**src/rtl/attopu_prog_encoder.sv**
```systemverilog
// Program-building encoder: range-checks symbolic instructions, packs them into
// 16-bit attopu words and streams them into instruction memory, ending with HALT.
module attopu_prog_encoder #(
  parameter int IMEM_AW = 8
) (
  input  logic               clk,
  input  logic               reset,
  input  logic               start,
  input  logic               finish,
  input  logic               in_valid,
  output logic               in_ready,
  input  logic [2:0]         in_kind,
  input  logic [1:0]         in_rd,
  input  logic [1:0]         in_rs1,
  input  logic [1:0]         in_rs2,
  input  logic [6:0]         in_alu_op,
  input  logic [15:0]        in_imm,
  input  logic               in_br_val,
  output logic               imem_we,
  output logic [IMEM_AW-1:0] imem_addr,
  output logic [15:0]        imem_wdata,
  output logic [IMEM_AW:0]   prog_len,
  output logic               done,
  output logic               err,
  output logic [1:0]         err_code,
  output logic [1:0]         dbg_state
);

  typedef enum logic [1:0] {
    S_IDLE = 2'd0,
    S_RUN  = 2'd1,
    S_FIN  = 2'd2,
    S_DONE = 2'd3
  } state_t;

  localparam logic [15:0]      HALT_WORD = 16'hE000;
  localparam logic [IMEM_AW:0] LAST_PTR  = {1'b0, {IMEM_AW{1'b1}}};
  localparam logic [IMEM_AW:0] PTR_ONE   = {{IMEM_AW{1'b0}}, 1'b1};

  state_t               state_q, state_d;
  logic [IMEM_AW:0]     ptr_q, ptr_d;
  logic                 we_q, we_d;
  logic [IMEM_AW-1:0]   addr_q, addr_d;
  logic [15:0]          wdata_q, wdata_d;
  logic                 err_q, err_d;
  logic [1:0]           code_q, code_d;
  logic                 done_q, done_d;

  logic [15:0]          enc_word;
  logic                 enc_rej;
  logic [1:0]           enc_code;
  logic                 br_ok;
  logic                 accept;

  // Handshake: a transfer happens on any rising edge where in_valid and in_ready
  // are both high. in_ready depends only on state and pointer, never on in_valid;
  // the last memory word is held back for the terminating HALT.
  assign in_ready = (state_q == S_RUN) && (ptr_q < LAST_PTR);
  assign accept   = in_valid && in_ready;

  // Branch offsets must fit 11-bit two's complement: bits 15..10 all equal.
  assign br_ok = (&in_imm[15:10]) || !(|in_imm[15:10]);

  always_comb begin
    enc_word = '0;
    enc_rej  = 1'b0;
    enc_code = 2'b00;
    case (in_kind)
      3'd0: enc_word = {3'b000, in_rd, in_rs1, in_rs2, in_alu_op};
      3'd1: begin
        enc_word = {3'b001, in_rd, in_imm[10:0]};
        if (|in_imm[15:11]) begin
          enc_rej  = 1'b1;
          enc_code = 2'b01;
        end
      end
      3'd2: enc_word = {3'b011, in_rd, in_rs1, 9'b0};
      3'd3: enc_word = {3'b101, 2'b00, in_rs1, in_rs2, 7'b0};
      3'd4, 3'd5: begin
        enc_word = {3'b110, in_kind[0], in_br_val, in_imm[10:0]};
        if (!br_ok) begin
          enc_rej  = 1'b1;
          enc_code = 2'b01;
        end
      end
      3'd6: enc_word = HALT_WORD;
      default: begin
        enc_rej  = 1'b1;
        enc_code = 2'b10;
      end
    endcase
  end

  always_comb begin
    state_d = state_q;
    ptr_d   = ptr_q;
    we_d    = 1'b0;
    addr_d  = addr_q;
    wdata_d = wdata_q;
    err_d   = err_q;
    code_d  = code_q;
    done_d  = done_q;
    if (start) begin
      state_d = S_RUN;
      ptr_d   = '0;
      err_d   = 1'b0;
      code_d  = 2'b00;
      done_d  = 1'b0;
    end else begin
      case (state_q)
        S_RUN: begin
          if (accept) begin
            if (enc_rej) begin
              err_d  = 1'b1;
              code_d = enc_code;
            end else begin
              we_d    = 1'b1;
              addr_d  = ptr_q[IMEM_AW-1:0];
              wdata_d = enc_word;
              ptr_d   = ptr_q + PTR_ONE;
            end
          end
          // A same-cycle instruction is written first; HALT follows it.
          if (finish) state_d = S_FIN;
        end
        S_FIN: begin
          we_d    = 1'b1;
          addr_d  = ptr_q[IMEM_AW-1:0];
          wdata_d = HALT_WORD;
          ptr_d   = ptr_q + PTR_ONE;
          done_d  = 1'b1;
          state_d = S_DONE;
        end
        default: ;
      endcase
    end
  end

  always_ff @(posedge clk) begin
    if (reset) begin
      state_q <= S_IDLE;
      ptr_q   <= '0;
      we_q    <= 1'b0;
      addr_q  <= '0;
      wdata_q <= '0;
      err_q   <= 1'b0;
      code_q  <= 2'b00;
      done_q  <= 1'b0;
    end else begin
      state_q <= state_d;
      ptr_q   <= ptr_d;
      we_q    <= we_d;
      addr_q  <= addr_d;
      wdata_q <= wdata_d;
      err_q   <= err_d;
      code_q  <= code_d;
      done_q  <= done_d;
    end
  end

  assign imem_we    = we_q;
  assign imem_addr  = addr_q;
  assign imem_wdata = wdata_q;
  assign prog_len   = ptr_q;
  assign done       = done_q;
  assign err        = err_q;
  assign err_code   = code_q;
  assign dbg_state  = state_q;

endmodule
```
**config.mk**
```make
export PLATFORM = sky130hd
export DESIGN_NAME = attopu_prog_encoder
export DESIGN_NICKNAME = d
export VERILOG_FILES = /design/src/rtl/attopu_prog_encoder.sv
export SDC_FILE = /design/constraint.sdc
export NUM_CORES = 1
export LEC_CHECK = 0
export ABC_AREA = 1
export CAP_MARGIN = 10
export CELL_PAD_IN_SITES_DETAIL_PLACEMENT = 0
export CELL_PAD_IN_SITES_GLOBAL_PLACEMENT = 1
export CORE_MARGIN = 2
export CORE_UTILIZATION = 30
export CTS_CLUSTER_SIZE = 12
export DETAILED_ROUTE_END_ITERATION = 10
export PLACE_DENSITY_LB_ADDON = 0.08
export SYNTH_ARGS = -nofsm -noshare
export SYNTH_HDL_FRONTEND = slang
export SYNTH_SLANG_ARGS = --single-unit
```
**constraint.sdc**
```tcl
create_clock -name clk -period 2.3 [get_ports clk]
set_input_delay 0.69 -clock clk [delete_from_list [all_inputs] [get_ports clk]]
set_output_delay 0.69 -clock clk [all_outputs]
set_load 0.005 [all_outputs]
```
==> reports/metrics.yaml, run 1 <==
status:
  status: "finished clean"
worst_setup_path:
  r2r-start: "dbg_state[0]"
  required_ns: 1.61
  arrival_ns: 1.42
  ff2ff_setup_slack_ns: 0.51
  path_common_cell: "nand2_1"
  critPathKind: "reg2out"
  end_kind: "output port"
  cp-start-kind: "register"
  r2r_cells: 9
  cp_slowest_stage_delay_ns: 0.42
  slowest_stage: "dfxtp_1"
  worstPathCellList: "nand2_1 -> nor2_1 -> nand2_1 -> nand2_1 -> inv_1 -> dlygate4sd2_1"
  r2r_end: "prog_len[8]"
  path_max_fanout: 5
cells_and_area:
  final_core_utilization_pct: 47.2
  n_antenna_cell: 0
  design_area_um2: 3460
  fillers: 773
  layout-drive-gt1-share_pct: 11.7
  final_cells: 578
  areaGrowthSynthToFinish_pct: 50.2
  layout.nets: 519
drt:
  drc: 0
  wl_met1_mm: 3.53
  wl_mm: 6.70
  avgRoutedWirePerCell_um: 11.6
  top_layer: "met4"
  vias_per_cell: 4.36
  ant_nets: 0
  met2WireLength_mm: 2.86
  vias: 2522
  wl_met3_um: 273
  first_iter_violations: 105
  firstDrtPassIters: 4
synthesis:
  async_flop_share_pct: 0
  synth.most_common_cell: "nand2_1"
  synthCells: 380
  synth_edf_count: 0
  ys_ff_latch: 40
  synth_area_um2: 2300
  ys_top_cells_by_count: "nand2_1 (111), nor2_1 (69), inv_1 (66)"
  avgSynthCellArea_um2: 6.06
  synth.top_cell.area_share_pct: 34.8
  ys_seq_area_share_pct: 34.8
  synth_flop_cell: "dfxtp_1"
  ys.warnings.count: 0
  yosys.area.top_type: "dfxtp_1"
  synth_nets: 421
  yosys.cell_types.count: 28
  ys_top_cells_by_area: "dfxtp_1 (35%), nand2_1 (18%), nor2_1 (11%), inv_1 (11%), nand3_1 (4.8%)"
sta:
  fmax_ghz: 0.474
  finalCriticalPeriod_ns: 2.11
  period_share_pct: 91.8
  maxSlewHeadroom_pct: 69.9
  report.final.hold_viol_count: 0
  rsz0062_at_grt: "no"
  worstMarginPinSlew_ns: 0.451
  clock_skew_ns: 0.00265
  finalMaxSlewViolations: 0
  setup_viol: 0
clock_network:
  cts_tree: "built"
  clock_latency_ns: 0.30
  clockBufferDepth: 2
  clkTransAtPathRegs_ns: 0.09
  numCtsBuffers: 5
  clock-sinks: 40
  ctsHoldBuffers: 0
  cts_root_buffer: "clkbuf_8"
  cts_max_level: 2
placed_design:
  dpl_cell_area_um2: 3330
  hpwl_mm: 5.05
  gp_congestion: 0.816
  place_inst: 569
  port_buffers: 78
grt:
  grt_pass1_vias: 2257
  grt_max_degree: 26
  grt_usage_pct: 16.4
  overflow: 0
  antenna_found_initial: 0
  grt_pass1_wl_mm: 11.1
power:
  finalPower_mw: 1.81
  leakagePower_nw: 1.68
  powerDensity_nw_per_um2: 524
  ir_drop_mv: 0.217
floorplanning:
  dieArea_um2: 8390
  die_h_um: 91.6
  coreArea_um2: 7330
  num_rows: 31
  die_w_um: 91.6
  start_util_pct: 31.4
  ios: 79
min_path:
  hold_class: "reg2reg"
  min_from: "err"
  min_to: "err"
  whs_path_depth: 2
flow_run:
  max-cap-violations: 0
## timing repair
item / CTS / global route
setup endpoints to repair: 1 / 0
gates resized for setup: 4 / 0
buffers inserted: 1 / 0
## cell families (layout without fill, tap and decap cells)
| kind of cell | count (synthesis) | in the layout | share of synthesized area (%) |
|---|---|---|---|
| fa+ha+maj | 3 | 3 | 1.63 |
| simple gates | 235 | 235 | 44.0 |
| flops | 40 | 40 | 34.8 |
| buf+inv | 86 | 185 | 15.5 |
| compound gates | 16 | 16 | 4.02 |
## through the flow
stage | hold slack (ns) | worst slack (ns) | TNS, ns
6_report | 0.461 | 0.188 | 0
5_1_grt | 0.509 | 0.0686 | 0
2_1_floorplan | 0.447 | 0.492 | 0
3_5_place_dp | 0.444 | -0.0169 | -0.0353
4_1_cts | 0.460 | 0.184 | 0
3_3_place_gp | 0.443 | -0.00253 | -0.00253
## layout make-up
cell class	instances	area (um^2)	area share, %
sequential	40	805	23.3
timing repair buffer	103	992	28.7
clock inverter	3	46.3	1.34
multi-input combinational	254	1140	33.1
tap	99	124	3.58
clock buffer	5	68.8	1.99
inverter	74	278	8.03
## state kept, by name, indices dropped and copies added (netlist names)
| register | count |
|---|---|
| imem_wdata | 16 |
| prog_len | 9 |
| imem_addr | 8 |
| dbg_state | 2 |
| err_code | 2 |
| done | 1 |
| err | 1 |
| imem_we | 1 |
## layout by cell type (no fill, tap or decap), types with 3 or more instances in the layout
cell type and count:
nand4_1 15, nand2_1 111, inv_1 66, clkbuf_8 5, a21oi_1 8, ha_1 3
dfxtp_1 37, nor2_1 69, dfxtp_2 3, nor3_1 3, nand3_1 22, nand2_2 6
o21ai_0 4, inv_2 7, buf_4 23, clkdlybuf4s50_1 77
## worst max-delay path, delay by kind of cell (launching register included)
kind / cells / cell delay [ns]
and+or+nand+nor: 4 / 0.42
buffers and inverters: 2 / 0.28
DFF: 1 / 0.42
## metal layers
| metal | up-vias | track usage (%) |
|---|---|---|
| li1 | 1343 | - |
| met1 | 1123 | 23.9 |
| met2 | 52 | 24.8 |
| met3 | 4 | 2.99 |
| met4 | 0 | 3.79 |
| met5 | - | 0 |
## power breakdown
group / switching [mW] / leakage, nW / total (mW) / internal, mW
logic: 0.212 / 1.30 / 0.439 / 0.227
clock network: 0.290 / 0.0548 / 0.618 / 0.328
registers: 0.0215 / 0.327 / 0.753 / 0.731
total: 0.524 / 1.68 / 1.81 / 1.29
## worst max path at each step
stage | start | to | slack, ns
floorplan | in_kind[2] | imem_addr[0] | 0.49
global placement | in_kind[1] | imem_wdata[8] | -0.003
detailed placement | in_kind[2] | imem_wdata[13] | -0.02
CTS | prog_len[1] | in_ready | 0.18
global route | prog_len[1] | in_ready | 0.07
finish | prog_len[1] | in_ready | 0.19
Power figures use the tool's default switching activity.
==> run 2, diff against run 1 <==
--- a/config.mk
+++ b/config.mk
@@ -13,6 +13,7 @@
 export CORE_UTILIZATION = 30
 export CTS_CLUSTER_SIZE = 12
 export DETAILED_ROUTE_END_ITERATION = 10
+export HOLD_SLACK_MARGIN = 0.15
 export PLACE_DENSITY_LB_ADDON = 0.08
 export SYNTH_ARGS = -nofsm -noshare
 export SYNTH_HDL_FRONTEND = slang
==> results of run 2 <==
Final layout, timing and power as in run 1 (identical DEF).
==> run 3, diff against run 2 <==
--- a/config.mk
+++ b/config.mk
@@ -9,6 +9,7 @@
 export CAP_MARGIN = 10
 export CELL_PAD_IN_SITES_DETAIL_PLACEMENT = 0
 export CELL_PAD_IN_SITES_GLOBAL_PLACEMENT = 1
+export CORE_ASPECT_RATIO = 1.75
 export CORE_MARGIN = 2
 export CORE_UTILIZATION = 30
 export CTS_CLUSTER_SIZE = 12
==> constraint.sdc (replaced) <==
create_clock -name clk -period 2.3 [get_ports clk]
set_input_delay 0.575 -clock clk [delete_from_list [all_inputs] [get_ports clk]]
set_output_delay 0.575 -clock clk [all_outputs]
set_load 0.005 [all_outputs]
==> run 3 against run 2 <==
Compared with the run above:
- global-route usage grew 1.3 points
- critical path depth increased by 1
- sequential power is essentially flat
- routed wire length up 5.5%
- clock power grew 46%
- first-iteration DRC count fell by 8.6%
- count of clock-buffer cells in the layout stayed put
- worst hold slack got worse by 0.0085 ns
- flip-flop and latch count stayed put
- non-clock buffer count fell by 4
- final area rose by 0.83%
- combinational power is 1% lower
==> reports/metrics.yaml, run 3 (synthesis results as in run 1) <==
status:
  status: "finished clean"
worst_setup_path:
  path_common_cell: "inv_1"
  cp_slowest_stage_delay_ns: 0.48
  arrival_ns: 1.62
  critPathKind: "reg2out"
  r2r-start: "dbg_state[0]"
  ff2ff_setup_slack_ns: 0.40
  end_kind: "output port"
  worst-path-stages: 7
  setup.worst_path.start: "dbg_state[1]"
  worstPathCellList: "inv_2 -> ha_4 -> inv_1 -> nor2_2 -> nand2_1 -> inv_1 -> clkdlybuf4s50_1"
  worstSetupEndpoint: "in_ready"
  critPathBufInv: 4
  r2r_cells: 9
  cp_top_family: "buffers and inverters"
  required_ns: 1.73
  r2r_end: "prog_len[8]"
  path_max_fanout: 4
  slowest_stage: "clkdlybuf4s50_1"
  cp-start-kind: "register"
clock_network:
  clock-sinks: 40
  clkTransAtPathRegs_ns: 0.06
  clock_latency_ns: 0.28
  cts_max_level: 2
  numCtsBuffers: 5
  cts_root_buffer: "clkbuf_16"
  cts_tree: "built"
  clockBufferDepth: 2
  ctsHoldBuffers: 0
sta:
  clock_skew_ns: 0.00261
  fmax_ghz: 0.455
  rsz0062_at_grt: "no"
  finalCriticalPeriod_ns: 2.20
  maxSlewHeadroom_pct: 65.9
  finalMaxSlewViolations: 0
  setup_viol: 0
  worstMarginPinSlew_ns: 0.507
  period_share_pct: 95.6
  tns_ns: 0
  report.final.hold_viol_count: 0
cells_and_area:
  final_cells: 562
  n_antenna_cell: 0
  multiInputGateArea_um2: 1160
  layout-drive-gt1-share_pct: 11.4
  fillers: 839
  areaGrowthSynthToFinish_pct: 51.5
  regArea_um2: 806
  largest_reg_flops: 16
  final_common_cell: "nand2_1"
  layout.nets: 515
  final_cell_mix: "nand2_1 (111), clkdlybuf4s50_1 (78), nor2_1 (69)"
floorplanning:
  coreArea_um2: 7510
  dieArea_um2: 8410
  start_util_pct: 30.6
  die_h_um: 120
  num_rows: 42
  die_w_um: 70.2
  ios: 79
grt:
  grt_pass1_vias: 2554
  antenna_found_initial: 0
  grt_max_degree: 26
  grt_pass1_wl_mm: 11.8
  grt_usage_pct: 17.7
  overflow: 0
drt:
  avgRoutedWirePerCell_um: 12.6
  vias_per_cell: 4.52
  vias: 2542
  ant_nets: 0
  wl_mm: 7.07
  drc: 0
  first_iter_violations: 96
  firstDrtPassIters: 4
min_path:
  hold_class: "reg2reg"
placed_design:
  gp_congestion: 0.832
  port_buffers: 78
  place_inst: 554
  hpwl_mm: 5.57
flow_run:
  max-cap-violations: 0
power:
  ir_drop_mv: 0.418
  leakagePower_nw: 1.69
  powerDensity_nw_per_um2: 600
-- run 3: what timing repair did --
item,CTS,global route
setup buffers,0,1
pin swaps,0,1
resized for setup,2,5
endpoints found under the setup margin,1,1
-- run 3: per-stage QoR --
stage	utilization [%]	setup WS [ns]	power (mW)	hold slack (ns)	instance area, um^2
floorplan	-	0.607	0.986	0.447	2300
global placement	43.6	0.0703	1.20	0.442	3280
detailed placement	43.6	0.0350	1.21	0.446	3280
CTS	46.2	0.00950	2.12	0.455	3470
global route	46.4	0.00517	2.20	0.488	3490
finish	46.4	0.102	2.09	0.452	3490
-- run 3: layout make-up --
cell class	instances	share of cell area, %
clock buffers	5	3.59
flip-flops and latches	40	23.1
well taps	88	3.16
clock inverters	2	1.72
repair buffers	99	27.3
inverters	74	7.97
multi-input cells	254	33.2
-- run 3: worst min-delay path by stage --
stage,end,start,slack (ns),cells past startpoint
2_1_floorplan,err,err,0.45,2
3_3_place_gp,err,err,0.44,2
3_5_place_dp,err,err,0.45,2
4_1_cts,err,err,0.46,2
5_1_grt,err_code[1],err_code[1],0.49,2
6_report,err,err,0.45,2
-- run 3: power breakdown --
part | internal, mW | switching (mW) | total (mW)
Clock | 0.616 | 0.287 | 0.902
Sequential | 0.732 | 0.0239 | 0.756
Combinational | 0.222 | 0.212 | 0.434
Total | 1.57 | 0.522 | 2.09
-- run 3: worst min-delay path: stages, from the launching register on --
cell and delay, ns:
dfxtp_1 0.31, inv_1 0.05, a21oi_1 0.05
-- run 3: layer usage --
metal / vias to the layer above / part of all wire (%) / global-route usage (%)
li1: 1334 / - / -
met1: 1128 / 40 / 19.0
met2: 66 / 52 / 32.3
met3: 14 / 5.2 / 3.95
met4: 0 / 2.7 / 8.17
met5: - / 0 / 0
